$ cat config.mk
export PLATFORM = sky130hd
export DESIGN_NAME = ram_fill_writer_flat
export DESIGN_NICKNAME = d
export VERILOG_FILES = /design/src/rtl/ram_fill_writer_if.sv /design/src/rtl/ram_fill_writer.sv /design/src/flat_wrapper.sv
export SDC_FILE = /design/constraint.sdc
export NUM_CORES = 1
export LEC_CHECK = 0
export ABC_AREA = 1
export CORE_ASPECT_RATIO = 0.9
export CORE_MARGIN = 1.5
export CORE_UTILIZATION = 40
export DETAILED_ROUTE_END_ITERATION = 6
export PLACE_DENSITY = 0.77
export SKIP_CTS_REPAIR_TIMING = 1
export SLEW_MARGIN = 20
export SYNTH_ARGS = -nofsm -noshare
export SYNTH_HDL_FRONTEND = slang
export SYNTH_SLANG_ARGS = --single-unit
$ cat constraint.sdc
create_clock -name sys_clk -period 4.3 [get_ports sys_clk]
set_input_delay 0.86 -clock sys_clk [delete_from_list [all_inputs] [get_ports sys_clk]]
set_output_delay 0.86 -clock sys_clk [all_outputs]
set_load 0.01 [all_outputs]
$ cat src/rtl/ram_fill_writer_if.sv
// Simple-port RAM write bus: the filler drives a request, the RAM answers with ready.
interface ram_fill_writer_if #(
  parameter int ADDR_W = 10,
  parameter int DATA_W = 64
);
  logic              wr_en;
  logic [ADDR_W-1:0] wr_addr;
  logic [DATA_W-1:0] wr_data;
  logic              wr_ready;

  modport master (output wr_en, wr_addr, wr_data, input wr_ready);
  modport slave  (input wr_en, wr_addr, wr_data, output wr_ready);
endinterface

$ cat src/rtl/ram_fill_writer.sv
// Fills DEPTH consecutive RAM words from address 0 with either an address
// pattern or a 64-bit LFSR sequence, one word per accepted beat.
module ram_fill_writer #(
  parameter int          ADDR_W = 10,
  parameter int          DATA_W = 64,
  parameter int          DEPTH  = 1024,
  parameter logic [63:0] SEED   = 64'h1
) (
  input  logic               sys_clk,
  input  logic               rst,
  input  logic               start,
  input  logic               pattern_sel,
  ram_fill_writer_if.master  wr,
  output logic               busy,
  output logic               done
);

  typedef enum logic [1:0] {
    ST_IDLE  = 2'd0,
    ST_WRITE = 2'd1,
    ST_DONE  = 2'd2
  } state_t;

  localparam logic [ADDR_W-1:0] LAST_ADDR = ADDR_W'(DEPTH - 1);

  state_t            state;
  logic              lfsr_mode;
  logic [ADDR_W-1:0] next_addr;
  logic [DATA_W-1:0] next_data;
  logic              last_beat;

  // Taps 64,63,61,60 give a maximal-length sequence; shift-left form.
  function automatic logic [63:0] lfsr_step(input logic [63:0] cur);
    return {cur[62:0], cur[63] ^ cur[62] ^ cur[60] ^ cur[59]};
  endfunction

  // NOTE: every output of a combinational block gets a default assignment at
  // the top so no path leaves it unassigned and a latch is never inferred.
  always_comb begin
    next_addr = '0;
    next_data = '0;
    last_beat = 1'b0;
    next_addr = wr.wr_addr + ADDR_W'(1);
    last_beat = (wr.wr_addr == LAST_ADDR);
    if (lfsr_mode) begin
      next_data = DATA_W'(lfsr_step(64'(wr.wr_data)));
    end else begin
      next_data = DATA_W'(next_addr);
    end
  end

  // NOTE: all state here is updated with non-blocking assignments so every
  // register samples the pre-edge values, independent of statement order.
  always_ff @(posedge sys_clk) begin
    if (rst) begin
      state      <= ST_IDLE;
      lfsr_mode  <= 1'b0;
      wr.wr_en   <= 1'b0;
      wr.wr_addr <= '0;
      wr.wr_data <= '0;
      busy       <= 1'b0;
      done       <= 1'b0;
    end else begin
      done <= 1'b0;
      case (state)
        ST_IDLE: begin
          if (start) begin
            state      <= ST_WRITE;
            lfsr_mode  <= pattern_sel;
            wr.wr_en   <= 1'b1;
            wr.wr_addr <= '0;
            wr.wr_data <= pattern_sel ? DATA_W'(SEED) : '0;
            busy       <= 1'b1;
          end
        end

        ST_WRITE: begin
          // Without wr_ready every output simply keeps its value.
          if (wr.wr_ready) begin
            if (last_beat) begin
              state      <= ST_DONE;
              wr.wr_en   <= 1'b0;
              wr.wr_addr <= '0;
              wr.wr_data <= '0;
              busy       <= 1'b0;
              done       <= 1'b1;
            end else begin
              wr.wr_addr <= next_addr;
              wr.wr_data <= next_data;
            end
          end
        end

        ST_DONE: begin
          state <= ST_IDLE;
        end

        default: begin
          state    <= ST_IDLE;
          wr.wr_en <= 1'b0;
          busy     <= 1'b0;
        end
      endcase
    end
  end

endmodule
$ cat src/flat_wrapper.sv
// flat-port wrapper written by rule: the top's interface ports become plain ports
module ram_fill_writer_flat 
#(
  parameter int          ADDR_W = 10,
  parameter int          DATA_W = 64,
  parameter int          DEPTH  = 1024,
  parameter logic [63:0] SEED   = 64'h1
)
  (sys_clk, rst, start, pattern_sel, busy, done, wr_wr_en, wr_wr_addr, wr_wr_data, wr_wr_ready);
  ram_fill_writer_if #(.ADDR_W(ADDR_W), .DATA_W(DATA_W)) wr_i ();
  input  logic sys_clk;
  input  logic rst;
  input  logic start;
  input  logic pattern_sel;
  output logic busy;
  output logic done;
  output wire logic [$bits(wr_i.wr_en)-1:0] wr_wr_en;
  output wire logic [$bits(wr_i.wr_addr)-1:0] wr_wr_addr;
  output wire logic [$bits(wr_i.wr_data)-1:0] wr_wr_data;
  input wire logic [$bits(wr_i.wr_ready)-1:0] wr_wr_ready;
  assign wr_wr_en = wr_i.wr_en;
  assign wr_wr_addr = wr_i.wr_addr;
  assign wr_wr_data = wr_i.wr_data;
  assign wr_i.wr_ready = wr_wr_ready;
  ram_fill_writer #(.ADDR_W(ADDR_W), .DATA_W(DATA_W), .DEPTH(DEPTH), .SEED(SEED)) u_core (.sys_clk(sys_clk), .rst(rst), .start(start), .pattern_sel(pattern_sel), .wr(wr_i), .busy(busy), .done(done));
endmodule
# ---- Word level (Yosys, flattened, before mapping)
# Index checks and enable logic that the tools add are counted.
dict set report op_classes {
  n_addsub 1
  n_eq_ne 6
  n_mux 19
  n_bitwise 6
  n_reduce_logical 7
}
# operator count
set op_table {}
lappend op_table {{2-to-1 mux 64 bit} 4}
lappend op_table {{one-hot mux 64 bit (2 select lines)} 1}
lappend op_table {{2-to-1 mux 10 bit} 3}
lappend op_table {{one-hot mux 10 bit (2 select lines)} 1}
lappend op_table {{adder 10 x 1 -> 10 bit (second input constant)} 1}
lappend op_table {{== test 10 bit (second input constant)} 1}
lappend op_table {{2-to-1 mux 2 bit} 3}
lappend op_table {{AND reduction 3 bit} 2}
lappend op_table {{2-to-1 mux 1 bit} 5}
lappend op_table {{!= test 2 bit (second input constant)} 2}
lappend op_table {{one-hot mux 2 bit (2 select lines)} 1}
lappend op_table {{AND reduction 4 bit} 1}
lappend op_table {{NOT 1 bit} 3}
lappend op_table {{one-hot mux 1 bit (3 select lines)} 1}
lappend op_table {{OR reduction 3 bit} 1}
lappend op_table {{bitwise XOR 1 bit} 3}
lappend op_table {{== test 2 x 1 -> 1 bit (second input constant)} 1}
lappend op_table {{== test 2 bit (second input constant)} 1}
lappend op_table {{logical NOT 2 bit} 1}
lappend op_table {{!= test 2 x 1 -> 1 bit (second input constant)} 1}
lappend op_table {{AND reduction 2 bit} 1}
lappend op_table {{nonzero test 2 bit} 1}
dict set report word_totals {
  register_bits 79
  inputBits 5
  output_inout_bits 77
  elab_cells 45
}

# ---- Depth between registers and ports, before layout
dict set report depth {
  depth_word 7
  mapped_depth 10
  mapped_depth_nobuf 10
}

# ---- Least setup slack after synthesis
# No wires, ideal clock.
dict set report synth_path {
  path_kind {input to register}
  start {in start}
  end {reg u_core.wr.wr_data[39]}
  setup_ps 70
  arrival_time_ps 1646
  required_time_ps 4230
  path_slack_ps 2583
  cell_stages 7
  n_path_buf 2
  path_cell_list {nand2_1 -> nand2_1 -> inv_1 -> buf_4 -> buf_2 -> nand2_1 -> a21oi_1}
}
dict set report synth_via {
  elab_chain_len 2
}
# element line_no
set synth_lines {}
lappend synth_lines {{start, declared} flat_wrapper.sv:13} ;# input logic start;
lappend synth_lines {{!= test 2 bit (no source line)} --}
lappend synth_lines {{AND reduction 3 bit (no source line)} --}
lappend synth_lines {{end signal, assigned} ram_fill_writer.sv:72} ;# wr.wr_data <= pattern_sel ? DATA_W'(SEED) : '0;
lappend synth_lines {{end signal, assigned} ram_fill_writer.sv:89} ;# wr.wr_data <= next_data;
lappend synth_lines {{end, declared} ram_fill_writer_if.sv:11} ;# modport master (output wr_en, wr_addr, wr_data, input wr_ready);
# No other way between the ends.
# A chain may end at the register's enable or synchronous reset.

# ---- Final worst setup path
dict set report layout_path {
  start {in wr_wr_ready}
  end {reg u_core.wr.wr_data[33]}
}
dict set report layout_via {
  elab_chain_len 2
}
# element line_no
set layout_lines {}
lappend layout_lines {{start, declared} flat_wrapper.sv:20} ;# input wire logic [$bits(wr_i.wr_ready)-1:0] wr_wr_ready;
lappend layout_lines {{!= test 2 bit (no source line)} --}
lappend layout_lines {{AND reduction 3 bit (no source line)} --}
# No other way between the ends.

==> results.json <==
{
  "status": "complete, no violations",
  "cp_data_required_time_ns": 4.57,
  "syn_area_sq_um": 3230,
  "synth_area_leaders": "dfxtp_1 49%, nand2_1 20%, a21oi_1 12%",
  "clkSinkCount": 79,
  "layout-drive-gt1-share": 0.0544,
  "path_max_fanout": 49,
  "skew_ns": 0.00966,
  "syn_nets": 448,
  "crit_family": "buffers and inverters",
  "synthCells": 442,
  "synth_top_cell_area_share": 0.490,
  "synth.most_common_cell": "nand2_1",
  "critPathMostFrequentCell": "nand2_1",
  "yosysTopAreaCell": "dfxtp_1",
  "antennaDiodeCount": 0,
  "tritoncts": "done",
  "finalNetCount": 517,
  "placed_area_sq_um": 4010,
  "regArea_sq_um": 1580,
  "power_density_nw_per_um2": 343,
  "gp_congestion": 0.868,
  "rsz0062_at_grt": "no",
  "grt_pass1_vias": 2647,
  "drc_errors": 0,
  "grt_antenna_before_repair": 0,
  "drtAntennaViolNets": 0,
  "max_stage_delay_ns": 0.61,
  "firstDrtPassIters": 4,
  "place_inst": 596,
  "cts_root_buf": "clkbuf_8",
  "die_y_um": 88.2,
  "max-vdd-ir-drop_mv": 0.190,
  "min_path_type": "reg -> reg",
  "synth-main-ff-cell": "dfxtp_1",
  "cts_buffers": 9,
  "ys_seq_area_frac": 0.490,
  "layout.cells.non_filler": 611,
  "finalSetupViolations": 0,
  "port_buffers": 81,
  "die_w_um": 97.7,
  "ys_ff_latch": 79,
  "die-area_sq_um": 8620,
  "critPathKind": "in -> reg",
  "critPathSlowestCell": "inv_2",
  "synth-edff-count": 0,
  "worstMarginPinSlew_ns": 1.08,
  "wl_per_cell_um": 12.4,
  "period_share": 0.609,
  "crit_buf_inv": 3,
  "via_per_inst": 4.98,
  "clk_pin_slew_ns": 0.08,
  "fin_crit_ns": 2.62,
  "multi_input_area_sq_um": 1410,
  "worst_setup_path_end_kind": "flop",
  "area_growth_pct": 30.8,
  "syn_area_per_cell_sq_um": 7.30,
  "drv_cap": 0,
  "htree_levels": 3,
  "coreArea_sq_um": 7690,
  "clock_latency_ns": 0.34,
  "start_util": 0.420,
  "worstSetupStartpointType": "input port",
  "globalRoute.totalOverflow": 0,
  "slew_headroom": 0.281,
  "synth_common_cells": "175 x nand2_1, 79 x dfxtp_1, 76 x a21oi_1",
  "p_leak_nw": 1.51,
  "row_count": 30,
  "ios": 82,
  "grt.total_usage": 0.176,
  "drtIter0Drc": 151,
  "critPathArrivalTime_ns": 2.88,
  "finalHoldWorstSlack_ns": 0.479,
  "nFillCells": 724,
  "max_clock_freq_mhz": 382,
  "ys_warn_count": 0,
  "grt_max_degree": 62,
  "synthArstFlopShare": 0,
  "cts_buffer_depth": 2,
  "vias": 3041,
  "finalHoldViolations": 0,
  "drv_slew": 0,
  "wl_um": 7600,
  "hpwl_um": 5040,
  "crit_chain": "clkdlybuf4s50_1 -> nand2_2 -> nand2_1 -> inv_2 -> buf_4 -> nand2_1 -> a21oi_1",
  "tns_ns": 0,
  "grt_first_pass_wirelength_um": 12400,
  "stdcell_area_sq_um": 4220,
  "synth.distinct_cells": 26
}
[where the power goes]
group / leakage, nW / switching [mW] / total [mW] / internal (mW)
registers: 0.637 / 0.00754 / 0.745 / 0.738
clock network: 0.109 / 0.260 / 0.598 / 0.338
logic: 0.767 / 0.0729 / 0.104 / 0.0315
[cells in the final DEF, fill, tap and decap left out]
master / count
nor2_1: 23
buf_4: 2
o211ai_1: 2
clkdlybuf4s50_1: 80
a21oi_1: 76
buf_2: 1
nand2_1: 175
xor2_1: 1
dfxtp_1: 79
clkbuf_1: 1
nand2_4: 1
inv_2: 3
clkbuf_8: 10
o21ai_0: 5
nand4_1: 3
o21a_1: 1
ha_1: 1
clkinv_2: 2
nand3_1: 15
nor3_1: 2
nand2_2: 1
nor2_2: 2
xnor2_1: 3
inv_1: 17
nor2_8: 1
o21bai_1: 1
bufinv_16: 2
or2_2: 3
nand3b_1: 2
[logic make-up after synthesis]
family / Yosys count / synth area share
XOR/XNOR: 4 / 0.0109
AND/OR/NAND/NOR: 228 / 0.288
AO/OA/AOI/OAI: 85 / 0.135
adder cells (fa/ha/maj): 1 / 0.00388
flip-flops: 79 / 0.490
buffers and inverters: 45 / 0.0721
[registers in the layout, indices dropped and copies added, names as in the netlist]
register / count
u_core.wr.wr_data: 64
u_core.done: 1
u_core.lfsr_mode: 1
u_core.wr.wr_addr: 10
u_core.state: 2
u_core.wr.wr_en: 1
[final cells by class]
cell class | count | share of cell area
clock inverter | 4 | 0.0166
sequential | 79 | 0.375
inverter | 20 | 0.0178
multi-input combinational | 318 | 0.335
clock buffer | 11 | 0.0335
timing repair buffer | 83 | 0.194
tap | 96 | 0.0284
[tightest hold or removal path, stage by stage, from the launching register on]
cell	delay, ns
dfxtp_1	0.33
nand2_1	0.07
a21oi_1	0.05
[layer usage]
layer	part of all wire	vias up	global-route usage
li1	-	1548	-
met1	0.46	1393	0.231
met2	0.47	93	0.292
met3	0.057	7	0.0466
met4	0.0086	0	0.0468
met5	0	-	0
[final timing paths]
kind	slack, ns	depth (start not counted)	start	end
setup reg to reg	2.11	8	u_core.wr.wr_addr[0]	u_core.wr.wr_data[59]
setup / recovery	1.68	7	wr_wr_ready	u_core.wr.wr_data[33]
hold / removal	0.48	2	u_core.wr.wr_data[12]	u_core.wr.wr_data[13]
hold reg to reg	0.48	2	u_core.wr.wr_data[12]	u_core.wr.wr_data[13]
[through the flow]
| step | power [mW] | util | setup WS, ns |
|---|---|---|---|
| global placement | 0.865 | 0.521 | 1.43 |
| CTS | 1.46 | 0.549 | 1.67 |
| floorplan | 0.843 | - | 2.58 |
| finish | 1.45 | 0.549 | 1.68 |
| detailed placement | 0.868 | 0.521 | 1.31 |
| global route | 1.50 | 0.549 | 1.46 |
Note: power is estimated with default switching activity, not from simulation.
